### src/rtl/csi_packet_framer.sv
// CSI-2 receive packet framer: assembles the packet header, strips CRC and emits 32-bit payload words.
// Optional build macro PH_ECC_CHECK_EN enables packet header ECC checking.
module csi_packet_framer #(
  parameter int unsigned LANES = 2,
  localparam int unsigned IN_W = 8 * LANES
) (
  input  logic            rxbyteclkhs,
  input  logic            reset,
  input  logic [IN_W-1:0] word_in,
  input  logic            in_valid,
  output logic [31:0]     ph_out,
  output logic            ph_valid,
  output logic [5:0]      data_type,
  output logic [1:0]      virtual_channel,
  output logic [15:0]     word_count,
  output logic            short_pkt,
  output logic [31:0]     payload_out,
  output logic            payload_valid,
  output logic [3:0]      payload_be,
  output logic            payload_last,
  output logic            pkt_done,
  output logic            pkt_error,
  output logic            ecc_error
);

  localparam int unsigned REM_W = 17;

  typedef enum logic [2:0] {S_IDLE, S_HEADER, S_PAYLOAD, S_TRAILER, S_DRAIN} state_t;

  state_t           state, state_n;
  logic [31:0]      hdr, hdr_n;
  logic [1:0]       hcnt, hcnt_n;
  logic [REM_W-1:0] rem, rem_n;
  logic [31:0]      acc, acc_n;
  logic [2:0]       acnt, acnt_n;

  logic [31:0] ph_out_n, payload_out_n, hdr_w;
  logic [5:0]  data_type_n;
  logic [1:0]  vc_n;
  logic [15:0] word_count_n;
  logic [3:0]  payload_be_n;
  logic [7:0]  byte_c;
  logic        short_pkt_n, ph_valid_n, payload_valid_n, payload_last_n, pkt_done_n, pkt_error_n;

`ifdef PH_ECC_CHECK_EN
  logic ecc_error_n;

  // Hamming parity over PH[23:0]; one mask per ECC bit, P5 first
  function automatic logic [5:0] ph_ecc(input logic [23:0] d);
    return {^(d & 24'hEFFC00), ^(d & 24'hDF03F0), ^(d & 24'hB8E38E),
            ^(d & 24'h749A6D), ^(d & 24'hF2555B), ^(d & 24'hF12CB7)};
  endfunction
`endif

  // Walk every byte of the word in wire order; a word may cross several states
  always_comb begin
    state_n         = state;
    hdr_n           = hdr;
    hcnt_n          = hcnt;
    rem_n           = rem;
    acc_n           = acc;
    acnt_n          = acnt;
    ph_out_n        = ph_out;
    data_type_n     = data_type;
    vc_n            = virtual_channel;
    word_count_n    = word_count;
    short_pkt_n     = short_pkt;
    payload_out_n   = payload_out;
    payload_be_n    = payload_be;
    ph_valid_n      = 1'b0;
    payload_valid_n = 1'b0;
    payload_last_n  = 1'b0;
    pkt_done_n      = 1'b0;
    pkt_error_n     = 1'b0;
`ifdef PH_ECC_CHECK_EN
    ecc_error_n     = 1'b0;
`endif
    byte_c          = '0;
    hdr_w           = '0;

    if (!in_valid) begin
      pkt_error_n = (state == S_HEADER) || (state == S_PAYLOAD) || (state == S_TRAILER);
      state_n     = S_IDLE;
      hcnt_n      = '0;
      rem_n       = '0;
      acc_n       = '0;
      acnt_n      = '0;
    end else begin
      if (state == S_IDLE) begin
        state_n = S_HEADER;
        hcnt_n  = '0;
      end
      for (int unsigned i = 0; i < LANES; i++) begin
        byte_c = word_in[8*i +: 8];
        case (state_n)
          S_HEADER: begin
            if (hcnt_n != 2'd3) begin
              hdr_n[{hcnt_n, 3'b000} +: 8] = byte_c;
              hcnt_n = hcnt_n + 2'd1;
            end else begin
              hdr_w        = {byte_c, hdr_n[23:0]};
              hcnt_n       = '0;
              ph_valid_n   = 1'b1;
              ph_out_n     = hdr_w;
              data_type_n  = hdr_w[5:0];
              vc_n         = hdr_w[7:6];
              word_count_n = hdr_w[23:8];
              short_pkt_n  = (hdr_w[5:0] <= 6'h0F);
`ifdef PH_ECC_CHECK_EN
              if ((hdr_w[31:30] != 2'b00) || (hdr_w[29:24] != ph_ecc(hdr_w[23:0]))) begin
                ecc_error_n = 1'b1;
                state_n     = S_DRAIN;
              end else
`endif
              if ((hdr_w[5:0] <= 6'h0F) || (hdr_w[23:8] == 16'd0)) begin
                pkt_done_n = 1'b1;
                state_n    = S_DRAIN;
              end else begin
                rem_n   = {1'b0, hdr_w[23:8]} + 17'd2;
                acc_n   = '0;
                acnt_n  = '0;
                state_n = S_PAYLOAD;
              end
            end
          end
          S_PAYLOAD: begin
            acc_n[{acnt_n[1:0], 3'b000} +: 8] = byte_c;
            acnt_n = acnt_n + 3'd1;
            rem_n  = rem_n - 17'd1;
            if ((acnt_n == 3'd4) || (rem_n == 17'd2)) begin
              payload_valid_n = 1'b1;
              payload_out_n   = acc_n;
              payload_be_n    = 4'((5'd1 << acnt_n) - 5'd1);
              payload_last_n  = (rem_n == 17'd2);
              acc_n           = '0;
              acnt_n          = '0;
            end
            if (rem_n == 17'd2) state_n = S_TRAILER;
          end
          S_TRAILER: begin
            rem_n = rem_n - 17'd1;
            if (rem_n == 17'd0) begin
              pkt_done_n = 1'b1;
              state_n    = S_DRAIN;
            end
          end
          default: ;
        endcase
      end
    end
  end

  always_ff @(posedge rxbyteclkhs) begin
    if (reset) begin
      state           <= S_IDLE;
      hdr             <= '0;
      hcnt            <= '0;
      rem             <= '0;
      acc             <= '0;
      acnt            <= '0;
      ph_out          <= '0;
      ph_valid        <= 1'b0;
      data_type       <= '0;
      virtual_channel <= '0;
      word_count      <= '0;
      short_pkt       <= 1'b0;
      payload_out     <= '0;
      payload_valid   <= 1'b0;
      payload_be      <= '0;
      payload_last    <= 1'b0;
      pkt_done        <= 1'b0;
      pkt_error       <= 1'b0;
    end else begin
      state           <= state_n;
      hdr             <= hdr_n;
      hcnt            <= hcnt_n;
      rem             <= rem_n;
      acc             <= acc_n;
      acnt            <= acnt_n;
      ph_out          <= ph_out_n;
      ph_valid        <= ph_valid_n;
      data_type       <= data_type_n;
      virtual_channel <= vc_n;
      word_count      <= word_count_n;
      short_pkt       <= short_pkt_n;
      payload_out     <= payload_out_n;
      payload_valid   <= payload_valid_n;
      payload_be      <= payload_be_n;
      payload_last    <= payload_last_n;
      pkt_done        <= pkt_done_n;
      pkt_error       <= pkt_error_n;
    end
  end

`ifdef PH_ECC_CHECK_EN
  always_ff @(posedge rxbyteclkhs) begin
    if (reset) ecc_error <= 1'b0;
    else       ecc_error <= ecc_error_n;
  end
`else
  assign ecc_error = 1'b0;
`endif

endmodule

### config.mk
export PLATFORM = sky130hd
export DESIGN_NAME = csi_packet_framer
export DESIGN_NICKNAME = d
export VERILOG_FILES = /design/src/rtl/csi_packet_framer.sv
export SDC_FILE = /design/constraint.sdc
export NUM_CORES = 1
export LEC_CHECK = 0
export BUFFER_PORTS_ARGS = -buffer_cell sky130_fd_sc_hd__buf_4
export CORE_ASPECT_RATIO = 1.5
export CORE_MARGIN = 3
export CORE_UTILIZATION = 45
export CTS_CLUSTER_SIZE = 25
export DETAILED_ROUTE_END_ITERATION = 8
export PLACE_DENSITY = 0.6
export SYNTH_ARGS = -nofsm -noshare
export SYNTH_HDL_FRONTEND = slang
export SYNTH_SLANG_ARGS = --single-unit
### constraint.sdc
create_clock -name rxbyteclkhs -period 6.4 [get_ports rxbyteclkhs]
set_input_delay 1.28 -clock rxbyteclkhs [delete_from_list [all_inputs] [get_ports rxbyteclkhs]]
set_output_delay 1.28 -clock rxbyteclkhs [all_outputs]
set_load 0.02 [all_outputs]
# Word level (Yosys, flattened, before mapping)
# Index checks and enable logic that the tools add are counted.
[op_classes] addsub=14 multipliers=0 div_mod_pow=0 n_lt_le_gt_ge=2 eq_ne=15 n_shift=10 mux=102 bitwise=1 n_reduce_logical=15
[op_table] op="$mux 32" count=20
[op_table] op="$bwmux 32" count=4
[op_table] op="$pmux 32 s2" count=2
[op_table] op="$shift 8x7->32 const A" count=4
[op_table] op="$shiftx 8x7->32" count=4
[op_table] op="$mux 17" count=5
[op_table] op="$pmux 17 s2" count=2
[op_table] op="$mux 16" count=4
[op_table] op="$mux 3" count=18
[op_table] op="$add 16x2->17 const B" count=2
[op_table] op="$eq 17x2->1 const B" count=2
[op_table] op="$logic_not 17->1" count=2
[op_table] op="$sub 17x1->17 const B" count=2
[op_table] op="$logic_not 16->1" count=2
[op_table] op="$neg 5->7" count=4
[op_table] op="$mux 6" count=4
[op_table] op="$mux 1" count=22
[op_table] op="$mux 2" count=11
[op_table] op="$eq 3x2->1 const B" count=6
[op_table] op="$pmux 3 s3" count=2
[op_table] op="$mux 4" count=4
[op_table] op="$le 6x4->1 const B" count=2
[op_table] op="$pmux 3 s2" count=2
[op_table] op="$eq 3x1->1 const B" count=3
[op_table] op="other kinds (11)" count=26
[totals] ff_bits=187 latch_bits=0 ram_bits=0 mem_bits_ro=0 inputBits=19 out_inout_bits=99 n_memories=0

# Logic depth before layout (Yosys ltp)
[logic_depth] depth_word=14 depth_mapped=21 depth_no_buf=18

# Worst setup path after synthesis
# OpenSTA, ideal clock, no wires.
[synth_timing] path_type="reg2reg" startpoint="register rem[0]" endpoint="register acc[26]" setup_time_ns=0.069 arrival_time_ns=4.708 setup_slack_ns=1.623 path_stages_with_launch=20 n_path_buf=2 period_less_slack_ns=4.777 path_cell_list="dfxtp_1 > clkbuf_1 > inv_1 > ha_1 > or4b_1 > clkbuf_1 > o31a_1 > or4_1 > a2111oi_4 > a211o_1 > nor2_1 > nand2_1 > o21ai_0 > inv_1 > ha_1 > nand2b_1 > nor4_1 > a222oi_1 > or3_1 > o21ai_1"
[synth_via] elab_chain_len=11
[synth_lines] item="start: declaration" line_no="33" text="logic [REM_W-1:0] rem, rem_n;"
[synth_lines] item="start signal: assignment" line_no="177" text="rem <= rem_n;"
[synth_lines] item="$sub 17x1->17" line_no="129, 141"
[synth_lines] item="$eq 17x2->1" line_no="130, 138"
[synth_lines] item="$logic_or 1x1->1" line_no="130" text="if ((acnt_n == 3'd4) || (rem_n == 17'd2)) begin"
[synth_lines] item="$mux 3" line_no="130"
[synth_lines] item="$pmux 3 s2" line_no="95" text="case (state_n)"
[synth_lines] item="$mux 3" line_no="81" text="if (!in_valid) begin"
[synth_lines] item="$neg 5->7 / $add 3x1->3 (equally long branches)" line_no="127, 128"
[synth_lines] item="$shiftx 8x7->32 (tied with other cells)" line_no="127" text="acc_n[{acnt_n[1:0], 3'b000} +: 8] = byte_c;"
[synth_lines] item="$bwmux 32 / $logic_or 1x1->1 (equally long branches)" line_no="127, 130"
[synth_lines] item="$mux 32" line_no="130"
[synth_lines] item="$pmux 32 s2 *" line_no="95"
[synth_lines] item="end signal: assignment" line_no="178" text="acc <= acc_n;"
[synth_lines] item="end: declaration" line_no="34" text="logic [31:0] acc, acc_n;"
# Mark *: on every way between the ends. The rest lies on a longest branch, timed or not. The select of a mux whose other input is x is not followed.
# A chain may end at the register's enable or synchronous reset.

# Worst setup path in the final report
[layout_timing] startpoint="register state[0]" endpoint="register payload_be[1]"
[layout_via] elab_chain_len=12
[layout_lines] item="start: declaration" line_no="30" text="state_t state, state_n;"
[layout_lines] item="start signal: assignment" line_no="174" text="state <= state_n;"
[layout_lines] item="$logic_not 3->1" line_no="89" text="if (state == S_IDLE) begin"
[layout_lines] item="$mux 3 / $mux 2 (equally long branches)" line_no="89"
[layout_lines] item="$mux 3 / $mux 2 (equally long branches)" line_no="81"
[layout_lines] item="$eq 3x2->1 / $ne 2x2->1 (equally long branches)" line_no="95, 97"
[layout_lines] item="$reduce_or 2->1 (no source line) (tied with other cells)"
[layout_lines] item="$pmux 17 s2 / $pmux 3 s2 (equally long branches)" line_no="95"
[layout_lines] item="$mux 17 / $mux 3 (equally long branches)" line_no="81"
[layout_lines] item="$sub 17x1->17 / $add 3x1->3 (equally long branches)" line_no="129, 128"
[layout_lines] item="$eq 17x2->1 (tied with other cells)" line_no="130"
[layout_lines] item="$logic_or 1x1->1 / $sub 4x1->4 (equally long branches)" line_no="130, 133"
[layout_lines] item="$mux 4" line_no="130"
[layout_lines] item="$mux 4 *" line_no="95"
[layout_lines] item="end signal: assignment" line_no="188" text="payload_be <= payload_be_n;"
[layout_lines] item="end: declaration" line_no="19" text="output logic [3:0] payload_be,"
# Marks and branches as above.

==> flow_summary.yaml <==
job:
  drv_cap: 0
clock_network:
  cts_setup_buffers: 0
  clk_pin_slew_ns: 0.08
  htreeDepth: 4
  clock-root-buffer: "clkbuf_16"
  clock-sinks: 179
  clk_path_buf_depth: 2
  hold_buffers: 0
  cts_made_buffers: 17
  cts.repair.resized: 0
  clkLatencyLatePin_ns: 0.46
  cts_tree: "yes"
yosys:
  async_flop_share_pct: 0
  synth.top_cell.area_share_pct: 30.13
  yosysTopAreaCell: "dfxtp_1"
  synth_cell_type_count: 92
  avgSynthCellArea_um2: 7.589
  synth-main-ff-cell: "dfxtp_1"
  synth-seq-cells: 179
  syn_area_um2: 11890
  yosys-top-cells-area: "dfxtp_1 (30%), a21oi_1 (6.9%), nand2_1 (5.8%)"
  synth_warnings: 0
  syn-num-nets: 1619
  synth_edf_count: 0
  netlist_instances: 1567
  yosysSeqAreaShare_pct: 30.13
critical_path:
  reg2regPathDepth: 16
  cp_max_fo: 36
  crit_type: "reg -> reg"
  cp.required_ns: 6.75
  cp.arrival_ns: 5.82
  worstSetupEndpointType: "flip-flop"
  setup.worst_path.start_class: "flip-flop"
route:
  num_vias: 12880
  drt-vias-per-instance: 6.689
  drtIter0Drc: 1349
  finalWirelength_um: 46540
  drc: 0
  firstDrtPassIters: 8
  post_drt_wl_per_cell_um: 24.18
  ant_nets: 0
floorplan:
  core_area_um2: 25940
  rows: 72
  ioPinCount: 118
  dieArea_um2: 28450
  die_h_um: 205.1
  die_x_um: 138.7
  initial_core_util_pct: 45.83
sta:
  fmax_mhz: 182.5
  setup-violations-final: 0
  slew_violations: 0
  skew_ns: 0.01484
  period_minus_slack_ns: 5.479
  max-slew-margin-rel_pct: 27.22
  tns_ns: 0
  worstMarginPinSlew_ns: 1.083
  layout_worst_path_cycle_share_pct: 85.61
  rsz0062_at_grt: "no"
  hold_viol: 0
final_layout:
  syn_to_final_growth_pct: 12.67
  instances_no_fill: 1925
  drive_above_1_share_pct: 13.69
  diodes: 0
  nets: 1631
pwr:
  swShare_pct: 34.30
  pwr-share-comb_pct: 19.8
  p_per_area_nw_per_um2: 210.8
  internal_power_uw: 1856
  p_clk_share_pct: 38.3
  ir_worst_vdd_mv: 0.1848
  pwr-share-seq_pct: 41.9
  power.leakage_uw: 0.005017
  p_sw_uw: 968.9
global_routing:
  grt_pass1_wl_um: 71100
  grt_usage_pct: 31.39
  antenna_found_initial: 0
  grt_pass1_vias: 12210
  grt_max_degree: 70
  globalRoute.totalOverflow: 0
worst_hold_path:
  worstHoldPathType: "reg -> reg"
  whs_path_depth: 2
placed_design:
  dp_hpwl_um: 32470
  portBuffers: 116
  place.gp.congestion: 0.9817
  post-place-cells: 1893
run_status:
  status: "finished, final reports clean"
power groups by stage:
stage	clock, uW	combinational (uW)	sequential, uW
floorplan	0	384	1200
global placement	0	543	1210
global route	1130	600	1190
CTS	1100	546	1180
detailed placement	0	544	1210
finish	1080	559	1180
per-layer routing:
layer	track usage, %	share of wire, %	up-vias	wire, um
li1	-	-	5887	-
met1	35.86	37	6150	17330
met2	55.32	50	660	23100
met3	4.437	6.6	180	3077
met4	19.23	6.5	0	3033
met5	0	0	-	0
flip-flops by register name (all words and copies together) (netlist names):
name             count
acc                 32
acnt                 3
data_type            6
hcnt                 2
hdr                 24
payload_be           4
payload_last         1
payload_out         32
payload_valid        1
ph_out              32
ph_valid             1
pkt_done             1
pkt_error            1
rem                 17
short_pkt            1
state                3
virtual_channel      2
word_count          16
worst max-delay path, stage by stage (launching register included):
cell	delay (ns)
dfxtp_1	0.43
o31ai_1	0.56
inv_1	0.19
ha_1	0.30
o21a_1	0.17
nand2_1	0.33
nor2_4	0.19
a221oi_2	0.46
ha_1	0.36
nand4_1	0.31
nor4_1	0.46
xor2_1	0.40
a21oi_1	0.12
nand4_2	0.13
buf_4	0.44
a2111oi_0	0.20
a221o_1	0.31
Yosys cell counts, types with 7 or more instances:
cell      number
a211oi_1      25
a21o_1        12
a21oi_1      165
a221o_1        7
a221oi_1      22
a222oi_1      27
a22o_1        22
a22oi_1       42
a31oi_1       10
a41oi_1       24
and2_1         9
and3_1        36
buf_1         19
buf_2          9
clkbuf_1     119
dfxtp_1      179
ha_1          33
inv_1         24
nand2_1      185
nand2b_1       7
nand3_1       44
nand4_1       19
nor2_1       122
nor2b_1       47
nor3_1        33
nor4_1        17
o211ai_1       7
o21a_1         7
o21ai_0       38
o21ai_1       25
o22ai_1       12
o31ai_1       31
o32ai_1       21
or3_1         13
or4_1          7
xnor2_1       23
xor2_1        19
per-stage QoR:
step / hold slack, ns / power [uW] / util (%) / cell area, um^2 / setup slack, ns
global placement: 0.4399 / 1751 / 49.31 / 12790 / 1.042
detailed placement: 0.4426 / 1752 / 49.31 / 12790 / 1.038
floorplan: 0.4756 / 1579 / - / 11890 / 1.623
global route: 0.4718 / 2921 / 51.64 / 13400 / 0.4893
finish: 0.4563 / 2825 / 51.64 / 13400 / 0.9211
CTS: 0.4593 / 2829 / 51.64 / 13400 / 1.010
path summary, 6_finish.rpt:
check | slack, ns | startpoint | endpoint
setup reg to reg | 0.92 | state[0] | payload_be[1]
setup / recovery | 0.92 | state[0] | payload_be[1]
hold / removal | 0.46 | word_count[7] | word_count[7]
hold reg to reg | 0.46 | word_count[7] | word_count[7]
layout by cell type, fill, tap and decap left out, drive strengths merged, types with 11 or more instances in the layout:
cell    instances
nand2         186
dfxtp         179
a21oi         166
buf           149
nor2          125
o21ai          63
nor2b          47
nand3          44
a22oi          42
and3           36
nor3           35
ha             33
o31ai          31
inv            30
a222oi         27
a211oi         25
a41oi          24
a221oi         24
xnor2          23
a22o           22
o32ai          21
nand4          21
xor2           19
nor4           19
clkbuf         18
or3            13
o22ai          13
a21o           12
or4            11
area by class of cell:
type	count	area, um^2
Inverter	26	97.59
Tap cell	333	416.7
Timing Repair Buffer	149	1119
Clock inverter	14	166.4
Fill cell	2602	12550
Clock buffer	18	439.2
Multi-Input combinational cell	1206	7576
Sequential cell	179	3583
cell families after synthesis:
kind of cell	synth area share, %
compound gates	31.72
xor+xnor	3.093
fa+ha+maj	3.472
buf+inv	6.292
flops	30.13
mux	0.5156
other cells	0.03154
simple gates	24.74
Power figures use the tool's default switching activity.
